<file path="src/rtl/shiftreg_tdm_ctrl_pkg.sv">
// Shared helpers for the TDM delay-line controller: index widths, RAM address
// packing and channel length clamping.
package shiftreg_tdm_ctrl_pkg;

  // Index width for n items, never narrower than one bit.
  function automatic int unsigned idx_width(input int unsigned n);
    return (n <= 1) ? 1 : $clog2(n);
  endfunction

  // Packs {ch, ptr} into a flat RAM address; caller truncates to its width.
  function automatic logic [31:0] pack_addr(input int unsigned ch,
                                            input int unsigned ptr,
                                            input int unsigned ptr_w);
    return 32'((ch << ptr_w) | ptr);
  endfunction

  function automatic int unsigned clamp_len(input int unsigned len,
                                            input int unsigned size);
    if (len < 1) return 1;
    if (len > size) return size;
    return len;
  endfunction

endpackage

</file>
<file path="src/rtl/shiftreg_tdm_ctrl_arb.sv">
// Round-robin arbiter: first eligible requester at or after rr, modulo N.
module rr_arbiter
  import shiftreg_tdm_ctrl_pkg::*;
#(
  parameter int unsigned N = 4,
  localparam int unsigned IW = idx_width(N)
) (
  input  logic [N-1:0]  req,
  input  logic [N-1:0]  mask,
  input  logic [IW-1:0] rr,
  output logic [N-1:0]  gnt,
  output logic [IW-1:0] idx,
  output logic          valid
);

  logic [N-1:0]  elig;
  logic [IW-1:0] cand;

  assign elig = req & ~mask;

  always_comb begin
    idx   = '0;
    valid = 1'b0;
    cand  = '0;
    for (int unsigned i = 0; i < N; i++) begin
      cand = IW'((32'(rr) + i) % N);
      if (!valid && elig[cand]) begin
        valid = 1'b1;
        idx   = cand;
      end
    end
  end

  assign gnt = valid ? (N'(1) << idx) : '0;

endmodule

</file>
<file path="src/rtl/shiftreg_tdm_ctrl.sv">
// Time-division controller sharing one dual-port RAM between NCH circular
// delay lines; emits each channel's sample from len[c] pushes earlier.
module shiftreg_tdm_ctrl
  import shiftreg_tdm_ctrl_pkg::*;
#(
  parameter int unsigned NCH   = 4,
  parameter int unsigned SIZE  = 512,
  parameter int unsigned WIDTH = 16,
  localparam int unsigned ADDR = idx_width(SIZE),
  localparam int unsigned CHW  = idx_width(NCH)
) (
  input  logic                   CLK,
  input  logic                   reset_n,
  input  logic                   CLK_en,
  input  logic [NCH-1:0]         req,
  input  logic [NCH*WIDTH-1:0]   shiftin_bus,
  output logic [NCH-1:0]         gnt,
  input  logic                   cfg_we,
  input  logic [CHW-1:0]         cfg_ch,
  input  logic [ADDR:0]          cfg_len,
  output logic                   ram_we,
  output logic [CHW+ADDR-1:0]    ram_wr_addr,
  output logic [WIDTH-1:0]       ram_wdata,
  output logic                   ram_rd_en,
  output logic [CHW+ADDR-1:0]    ram_rd_addr,
  input  logic [WIDTH-1:0]       ram_rdata,
  output logic                   out_valid,
  output logic [CHW-1:0]         out_ch,
  output logic [WIDTH-1:0]       out_data
);

  localparam int unsigned LW = ADDR + 1;
  localparam int unsigned AW = CHW + ADDR;

  logic [LW-1:0]    len_q [NCH];
  logic [LW-1:0]    len_d [NCH];
  logic [ADDR-1:0]  ptr_q [NCH];
  logic [ADDR-1:0]  ptr_d [NCH];
  logic [LW-1:0]    cnt_q [NCH];
  logic [LW-1:0]    cnt_d [NCH];
  logic [CHW-1:0]   rr_q, rr_d;
  logic             s1_valid_q, s1_valid_d;
  logic [CHW-1:0]   s1_ch_q, s1_ch_d;
  logic             out_valid_q, out_valid_d;
  logic [CHW-1:0]   out_ch_q, out_ch_d;
  logic [WIDTH-1:0] out_data_q, out_data_d;

  logic [NCH-1:0]   cfg_mask;
  logic [NCH-1:0]   arb_gnt;
  logic [CHW-1:0]   arb_idx;
  logic             arb_valid;
  logic             push;
  logic             full;

  // A channel being reconfigured cannot be granted in the same cycle.
  assign cfg_mask = cfg_we ? (NCH'(1) << cfg_ch) : '0;

  rr_arbiter #(.N(NCH)) u_arb (
    .req   (req),
    .mask  (cfg_mask),
    .rr    (rr_q),
    .gnt   (arb_gnt),
    .idx   (arb_idx),
    .valid (arb_valid)
  );

  assign push        = CLK_en & arb_valid;
  assign full        = (cnt_q[arb_idx] == len_q[arb_idx]);
  assign gnt         = CLK_en ? arb_gnt : '0;
  assign ram_we      = push;
  assign ram_rd_en   = push & full;
  assign ram_wr_addr = AW'(pack_addr(32'(arb_idx), 32'(ptr_q[arb_idx]), ADDR));
  assign ram_rd_addr = ram_wr_addr;
  assign ram_wdata   = shiftin_bus[32'(arb_idx)*WIDTH +: WIDTH];

  assign out_valid = out_valid_q;
  assign out_ch    = out_ch_q;
  assign out_data  = out_data_q;

  // Channel bookkeeping, round-robin pointer and 2-stage read pipeline.
  always_comb begin
    len_d       = len_q;
    ptr_d       = ptr_q;
    cnt_d       = cnt_q;
    rr_d        = rr_q;
    s1_valid_d  = s1_valid_q;
    s1_ch_d     = s1_ch_q;
    out_valid_d = out_valid_q;
    out_ch_d    = out_ch_q;
    out_data_d  = out_data_q;
    if (CLK_en) begin
      s1_valid_d  = ram_rd_en;
      s1_ch_d     = arb_idx;
      out_valid_d = s1_valid_q;
      if (s1_valid_q) begin
        out_ch_d   = s1_ch_q;
        out_data_d = ram_rdata;
      end
      if (push) begin
        ptr_d[arb_idx] = ({1'b0, ptr_q[arb_idx]} == len_q[arb_idx] - LW'(1))
                         ? '0 : ptr_q[arb_idx] + 1'b1;
        cnt_d[arb_idx] = full ? cnt_q[arb_idx] : cnt_q[arb_idx] + 1'b1;
        rr_d           = (arb_idx == CHW'(NCH - 1)) ? '0 : arb_idx + 1'b1;
      end
      if (cfg_we) begin
        len_d[cfg_ch] = LW'(clamp_len(32'(cfg_len), SIZE));
        ptr_d[cfg_ch] = '0;
        cnt_d[cfg_ch] = '0;
      end
    end
  end

  always_ff @(posedge CLK or negedge reset_n) begin
    if (!reset_n) begin
      for (int unsigned i = 0; i < NCH; i++) begin
        len_q[i] <= LW'(SIZE);
        ptr_q[i] <= '0;
        cnt_q[i] <= '0;
      end
      rr_q        <= '0;
      s1_valid_q  <= 1'b0;
      s1_ch_q     <= '0;
      out_valid_q <= 1'b0;
      out_ch_q    <= '0;
      out_data_q  <= '0;
    end else begin
      len_q       <= len_d;
      ptr_q       <= ptr_d;
      cnt_q       <= cnt_d;
      rr_q        <= rr_d;
      s1_valid_q  <= s1_valid_d;
      s1_ch_q     <= s1_ch_d;
      out_valid_q <= out_valid_d;
      out_ch_q    <= out_ch_d;
      out_data_q  <= out_data_d;
    end
  end

endmodule

</file>
<file path="config.mk">
export PLATFORM = sky130hd
export DESIGN_NAME = shiftreg_tdm_ctrl
export DESIGN_NICKNAME = d
export VERILOG_FILES = /design/src/rtl/shiftreg_tdm_ctrl_pkg.sv /design/src/rtl/shiftreg_tdm_ctrl_arb.sv /design/src/rtl/shiftreg_tdm_ctrl.sv
export SDC_FILE = /design/constraint.sdc
export NUM_CORES = 1
export LEC_CHECK = 0
export ABC_AREA = 1
export CAP_MARGIN = 20
export CORE_UTILIZATION = 65
export DETAILED_ROUTE_END_ITERATION = 7
export DONT_BUFFER_PORTS = 1
export PLACE_DENSITY = 0.86
export SYNTH_ARGS = -nofsm -noshare
export SYNTH_HDL_FRONTEND = slang
export SYNTH_HIERARCHICAL = 1
export SYNTH_SLANG_ARGS = --single-unit
</file>
<file path="constraint.sdc">
create_clock -name CLK -period 4.2 [get_ports CLK]
set_input_delay 0.42 -clock CLK [delete_from_list [all_inputs] [get_ports CLK]]
set_output_delay 0.42 -clock CLK [all_outputs]
set_load 0.005 [all_outputs]
</file>
# Yosys cells after proc, flatten, opt, wreduce, memory -nomap -nowiden
# Index checks and enable logic that the tools add are counted.
[word_totals] out_inout_bits=63 elab_cells=124 regBits=140
[op_classes] n_mux=61 bitwise_logic=11 shifts=3 n_reduce_logical=11 n_eq_ne=3 n_addsub=7 order_cmp=10
[op_table] operator="two-way mux 10 bit" n=12
[op_table] operator="two-way mux 40 bit" n=3
[op_table] operator="two-way mux 36 bit" n=3
[op_table] operator="bitwise mux 40 bit" n=2
[op_table] operator="variable part select 64 x 7 -> 16 bit" n=1
[op_table] operator="two-way mux 9 bit" n=5
[op_table] operator="AND 40 bit" n=1
[op_table] operator="binary-select mux 10 bit (select 2 bit)" n=2
[op_table] operator="demux 10 bit (select 2 bit)" n=2
[op_table] operator="inverter 40 bit" n=1
[op_table] operator="AND 36 bit" n=1
[op_table] operator="bitwise mux 36 bit" n=1
[op_table] operator="demux 9 bit (select 2 bit)" n=2
[op_table] operator="inverter 36 bit" n=1
[op_table] operator="binary-select mux 9 bit (select 2 bit)" n=1
[op_table] operator="two-way mux 1 bit" n=16
[op_table] operator="< comparator 2 x 3 -> 1 bit, second input constant" n=4
[op_table] operator="two-way mux 4 bit" n=3
[op_table] operator="bitwise OR 11 x 9 -> 11 bit" n=1
[op_table] operator="adder 10 x 1 -> 10 bit, second input constant" n=1
[op_table] operator="== test 10 bit" n=1
[op_table] operator="== test 9 x 10 -> 1 bit" n=1
[op_table] operator="> comparator 10 bit, second input constant" n=1
[op_table] operator="< comparator 10 x 1 -> 1 bit, second input constant" n=1
[op_table] operator="other kinds (17)" n=39

# Depth between registers and ports, before layout
[depth] depth_word=28 mapped_depth=32 mapped_depth_nobuf=31

# Hierarchy
# Netlist, hierarchy kept.
[by_module_without_submodules] module="shiftreg_tdm_ctrl" cells_each=1388 area_per_inst_um2=9036.2 n_inst=1 seq_area_each_um2=3508.4
[by_module_without_submodules] module="rr_arbiter" cells_each=69 area_per_inst_um2=356.6 n_inst=1 seq_area_each_um2=0.0

# Worst setup path after synthesis
# Ideal clock, no wire load.
[synth_timing] kind="input to register" startpoint="in cfg_ch[1]" endpoint="reg ptr_q[0] (netlist bit)" arrival_ns=3.150 setup_slack_ns=0.933 path_buffers=2 required_time_ns=4.083 setup_ns=0.117 path_stages=30 path_cell_list="inv_1 -> nor2_1 -> inv_1 -> nor2_1 -> inv_1 -> nand3_1 -> nand3_2 -> nand2_4 -> nand2_2 -> nand3_1 -> nand3_2 -> inv_1 -> buf_4 -> buf_4 -> nand2_1 -> nand3_1 -> nand2_1 -> ha_1 -> inv_1 -> nand3_1 -> nand3_1 -> nand2_1 -> nor2_1 -> nand3_1 -> nor2_1 -> nand3_2 -> nand2_1 -> nand2_1 -> nand2_1 -> nand2_1"
[synth_via] elab_chain_cells=28
[synth_lines] item="from (decl)" line_no="shiftreg_tdm_ctrl.sv:19" rtl="input logic [CHW-1:0] cfg_ch,"
[synth_lines] item="left shift 1 x 2 -> 4 bit (*)" line_no="shiftreg_tdm_ctrl.sv:56" rtl="assign cfg_mask = cfg_we ? (NCH'(1) << cfg_ch) : '0;"
[synth_lines] item="two-way mux 4 bit (*)" line_no="shiftreg_tdm_ctrl.sv:56"
[synth_lines] item="via cfg_mask[2]" line_no="shiftreg_tdm_ctrl.sv:48" rtl="logic [NCH-1:0] cfg_mask;"
[synth_lines] item="inverter 4 bit (*)" line_no="shiftreg_tdm_ctrl_arb.sv:19" rtl="assign elig = req & ~mask;"
[synth_lines] item="AND 4 bit (*)" line_no="shiftreg_tdm_ctrl_arb.sv:19"
[synth_lines] item="binary-select mux 1 bit (select 2 bit)" line_no="shiftreg_tdm_ctrl_arb.sv:27" rtl="if (!valid && elig[cand]) begin"
[synth_lines] item="two-way mux 1 bit (implied by the code)" line_no="shiftreg_tdm_ctrl_arb.sv:27"
[synth_lines] item="two-way mux 1 bit" line_no="shiftreg_tdm_ctrl_arb.sv:27"
[synth_lines] item="[... 13 more ...]"
[synth_lines] item="subtractor 10 x 1 -> 10 bit" line_no="shiftreg_tdm_ctrl.sv:100" rtl="ptr_d[arb_idx] = ({1'b0, ptr_q[arb_idx]} == len_q[arb_idx] - LW'(1))"
[synth_lines] item="== test 9 x 10 -> 1 bit" line_no="shiftreg_tdm_ctrl.sv:100"
[synth_lines] item="two-way mux 9 bit" line_no="shiftreg_tdm_ctrl.sv:101" rtl="? '0 : ptr_q[arb_idx] + 1'b1;"
[synth_lines] item="bitwise mux 36 bit" line_no="shiftreg_tdm_ctrl.sv:100"
[synth_lines] item="two-way mux 36 bit (*)" line_no="shiftreg_tdm_ctrl.sv:99" rtl="if (push) begin"
[synth_lines] item="two-way mux 36 bit (*)" line_no="shiftreg_tdm_ctrl.sv:91" rtl="if (CLK_en) begin"
[synth_lines] item="AND 36 bit (no line)"
[synth_lines] item="two-way mux 36 bit (*)" line_no="shiftreg_tdm_ctrl.sv:105" rtl="if (cfg_we) begin"
[synth_lines] item="to (signal assigned)" line_no="shiftreg_tdm_ctrl.sv:128" rtl="ptr_q <= ptr_d;"
[synth_lines] item="to (decl)" line_no="shiftreg_tdm_ctrl.sv:37" rtl="logic [ADDR-1:0] ptr_q [NCH];"
# The timed path passes the listed nets; every way through them passes the cells marked *. The select of a mux whose other input is x is not followed.
# A chain may end at the register's enable or synchronous reset.

# Final worst setup path
[layout_timing] startpoint="reg rr_q[0]" endpoint="out ram_rd_en"
[layout_via] elab_chain_cells=18
[layout_lines] item="from (decl)" line_no="shiftreg_tdm_ctrl.sv:41" rtl="logic [CHW-1:0] rr_q, rr_d;"
[layout_lines] item="from (signal assigned)" line_no="shiftreg_tdm_ctrl.sv:130" rtl="rr_q <= rr_d;"
[layout_lines] item="branches (longest 17 deep; another with adder 2 x 1 -> 2 bit)"
[layout_lines] item="AND 1 bit (*)" line_no="shiftreg_tdm_ctrl.sv:71" rtl="assign ram_rd_en = push & full;"
[layout_lines] item="to (decl)" line_no="shiftreg_tdm_ctrl.sv:24" rtl="output logic ram_rd_en,"
# Every way passes the cells marked *. The select of a mux whose other input is x is not followed.

==> metrics.txt <==
post-CTS setup-driven buffer insertion count=0; worst-margin pin slew=0.828 ns; via count of the first global-routing pass=8700; routing usage on met1=46.8%; post-route DRC violation count=0; WL final=26.9 mm; Netlist Area Pre-Place=9390 um2; Async S/R FF share, synth=100%; worst hold-check path type=in -> async; post-synthesis cell type with the largest combined area=dfrtp_1; number of nets still failing antenna checks after routing=0; H-tree depth=4; core box area=14000 um2; count of endpoints failing hold in the final timing report=56; worst skew pair latency=0.44 ns; number of enable-type register cells in the synthesized netlist=0; Clock Tree Root=clkbuf_16; data required time of the worst path=3.78 ns; GR Layer Usage met2=59.3%; count of placed standard cells in the final layout, fillers left out=1618; Worst Hold Margin=-0.0470 ns; setup repair after global routing missed its margin=false; overall routing resource usage=37.0%; number of DRC markers after the initial detailed-route iteration=1084; CTS tree=yes; most common library cell in the layout ignoring fill and taps=nand2_1; number of clock sinks=140; number of max-slew violations in the final report=0; number of top-level pins=163; initial cell density of the core=67.1%; average cell area after synthesis=6.45 um2; maximum achievable frequency=250 MHz; critical path start-end classification=reg -> out; global-route wire length before repair=42.6 mm; final critical-path share of the clock period=95.3%; violations in the final reports=hold timing; reg-to-reg endpoint=ptr_q[33]; commonest cells after routing, fill and taps aside=nand2_1 (609), dfrtp_1 (135), inv_1 (116); ys flop type=dfrtp_1; maximum buffer depth of the clock tree=2; met3 routing resource usage after global routing=9.57%; gate count after technology mapping=1457; ratio of cells with drive above 1 in the final layout=7.86%; die area=14900 um2; Worst Setup Start Kind=flop; Final min period=4.00 ns; remaining global-route overflow=0; final layout net count=1532; final core occ=72.3%; number of placed instances with taps included=1584; number of distinct library cells after synthesis=33; Synth Register Bits=140; number of setup violations in the final report=0; Synth top area share=36.2%; final setup TNS=0 ns; total number of yosys warnings=6; number of detailed-routing iterations run before antenna repair=6; horizontal die dimension=122 um; Worst slew margin=44.4%; number of vias after detailed routing=9592; kind of end point of the critical path=output port; final cell area excluding filler cells=10100 um2; number of diodes added for antenna fixing=0; startpoint of the most critical register-to-register path=rr_q[0]; detailed placement HPWL=16.6 mm; worst-case clock skew=0.0109 ns; Std-Cell Rows=43; Final Wtd Congestion=0.889; clock slew seen by the registers of the worst setup and hold paths=0.07 ns; Die Span Y=122 um; post-detailed-route wirelength per cell=16.6 um; worst reg-to-reg path cell count=26; leading post-synthesis cells by cell area=dfrtp_1 (36%), nand2_1 (24%), nand3_1 (5.1%); synthesis-to-finish area growth=7.71%; I/O Buffers=0; GRT busiest layer=met2; number of antenna violations at the first check in global routing=0; clock buffer count from CTS=17; syn_nets=1564; total placed instance area=9450 um2; largest fanout on the critical path=59; pin count of the biggest net entering global routing=141; worst setup slack for register-to-register paths=0.50 ns; Via-to-Cell Ratio=5.93; share of synthesized area occupied by flip-flops and latches=37.4%; outcome=finished, violations left; Arrival @ worst endpoint=3.58 ns; total of max-cap violations=0
[through the flow]
| stage | setup slack (ns) | hold slack, ns |
|---|---|---|
| floorplan | 0.933 | 0.124 |
| global placement | 0.316 | 0.127 |
| detailed placement | 0.267 | 0.127 |
| CTS | 0.0984 | 0.00542 |
| global route | 0.0186 | 0.0138 |
| finish | 0.198 | -0.0470 |
[synth_stat cells (19+ instances only)]
library cell / n
inv_1: 117
xor2_1: 20
nor2_1: 107
nand2_1: 610
nand3_1: 95
clkbuf_1: 43
o21ai_0: 93
dfrtp_1: 136
a21oi_1: 78
buf_4: 19
[routing by layer]
layer	routed length, um	vias up
li1	-	4513
met1	10400	4377
met2	12600	577
met3	2830	125
met4	1090	0
met5	0	-
[how the worst max path moves through the flow]
stage               from         to  slack [ns]  cells past startpoint
2_1_floorplan  cfg_ch[1]   ptr_q[0]        0.93                     30
3_3_place_gp   cfg_ch[0]  ptr_q[26]        0.32                     27
3_5_place_dp   cfg_ch[0]  ptr_q[35]        0.27                     27
4_1_cts          rr_q[0]  ram_rd_en         0.1                     17
5_1_grt          rr_q[0]  ram_rd_en        0.02                     19
6_report         rr_q[0]  ram_rd_en        0.20                     19
[state kept, by name, indices dropped and copies added (netlist names)]
register and count:
s1_valid_q 1, out_data 16, cnt_q 40, ptr_q 36
rr_q 2, out_ch 2, len_q 40, out_valid 1
s1_ch_q 2
[cells by family after synthesis]
kind of cell | share of synthesized area, %
simple gates | 35.8
buf+inv | 9.82
compound gates | 11.8
flops | 37.4
xor+xnor | 2.33
mux | 1.92
fa+ha+maj | 0.932
[cell type report]
cell class / instances / area, um2
clock buffer: 17 / 425
sequential: 140 / 3510
timing repair buffer: 29 / 295
fill: 1115 / 3870
multi-input combinational: 1099 / 4960
clock inverter: 15 / 168
inverter: 138 / 529
tap: 180 / 225
[worst max-delay path, cell delays in order (launching register included)]
cell and delay, ns:
dfrtp_2 0.50, inv_6 0.12, nand3_1 0.12, nand2_1 0.10, nand2_1 0.05, nand2_1 0.11, nand2_2 0.06, nand3_1 0.10
nand3_2 0.13, clkinv_2 0.14, buf_16 0.28, nand2_1 0.10, nand3_1 0.10, nand2_1 0.22, inv_1 0.19, xor2_1 0.15
nand3_1 0.08, nor2_1 0.16, nand2_2 0.19, nor2_1 0.19
[repair_timing]
item | 4_1_cts | 5_1_grt
setup endpoints to repair | 1 | 1
hold buffers | 1 | 0
gates resized for setup | 2 | 3
gates cloned | 1 | 0
hold endpoints to repair | 140 | 0
Power is left out: the tool's default activity adds up to more than one toggle a clock period on the data nets, which glitch-free logic cannot reach.
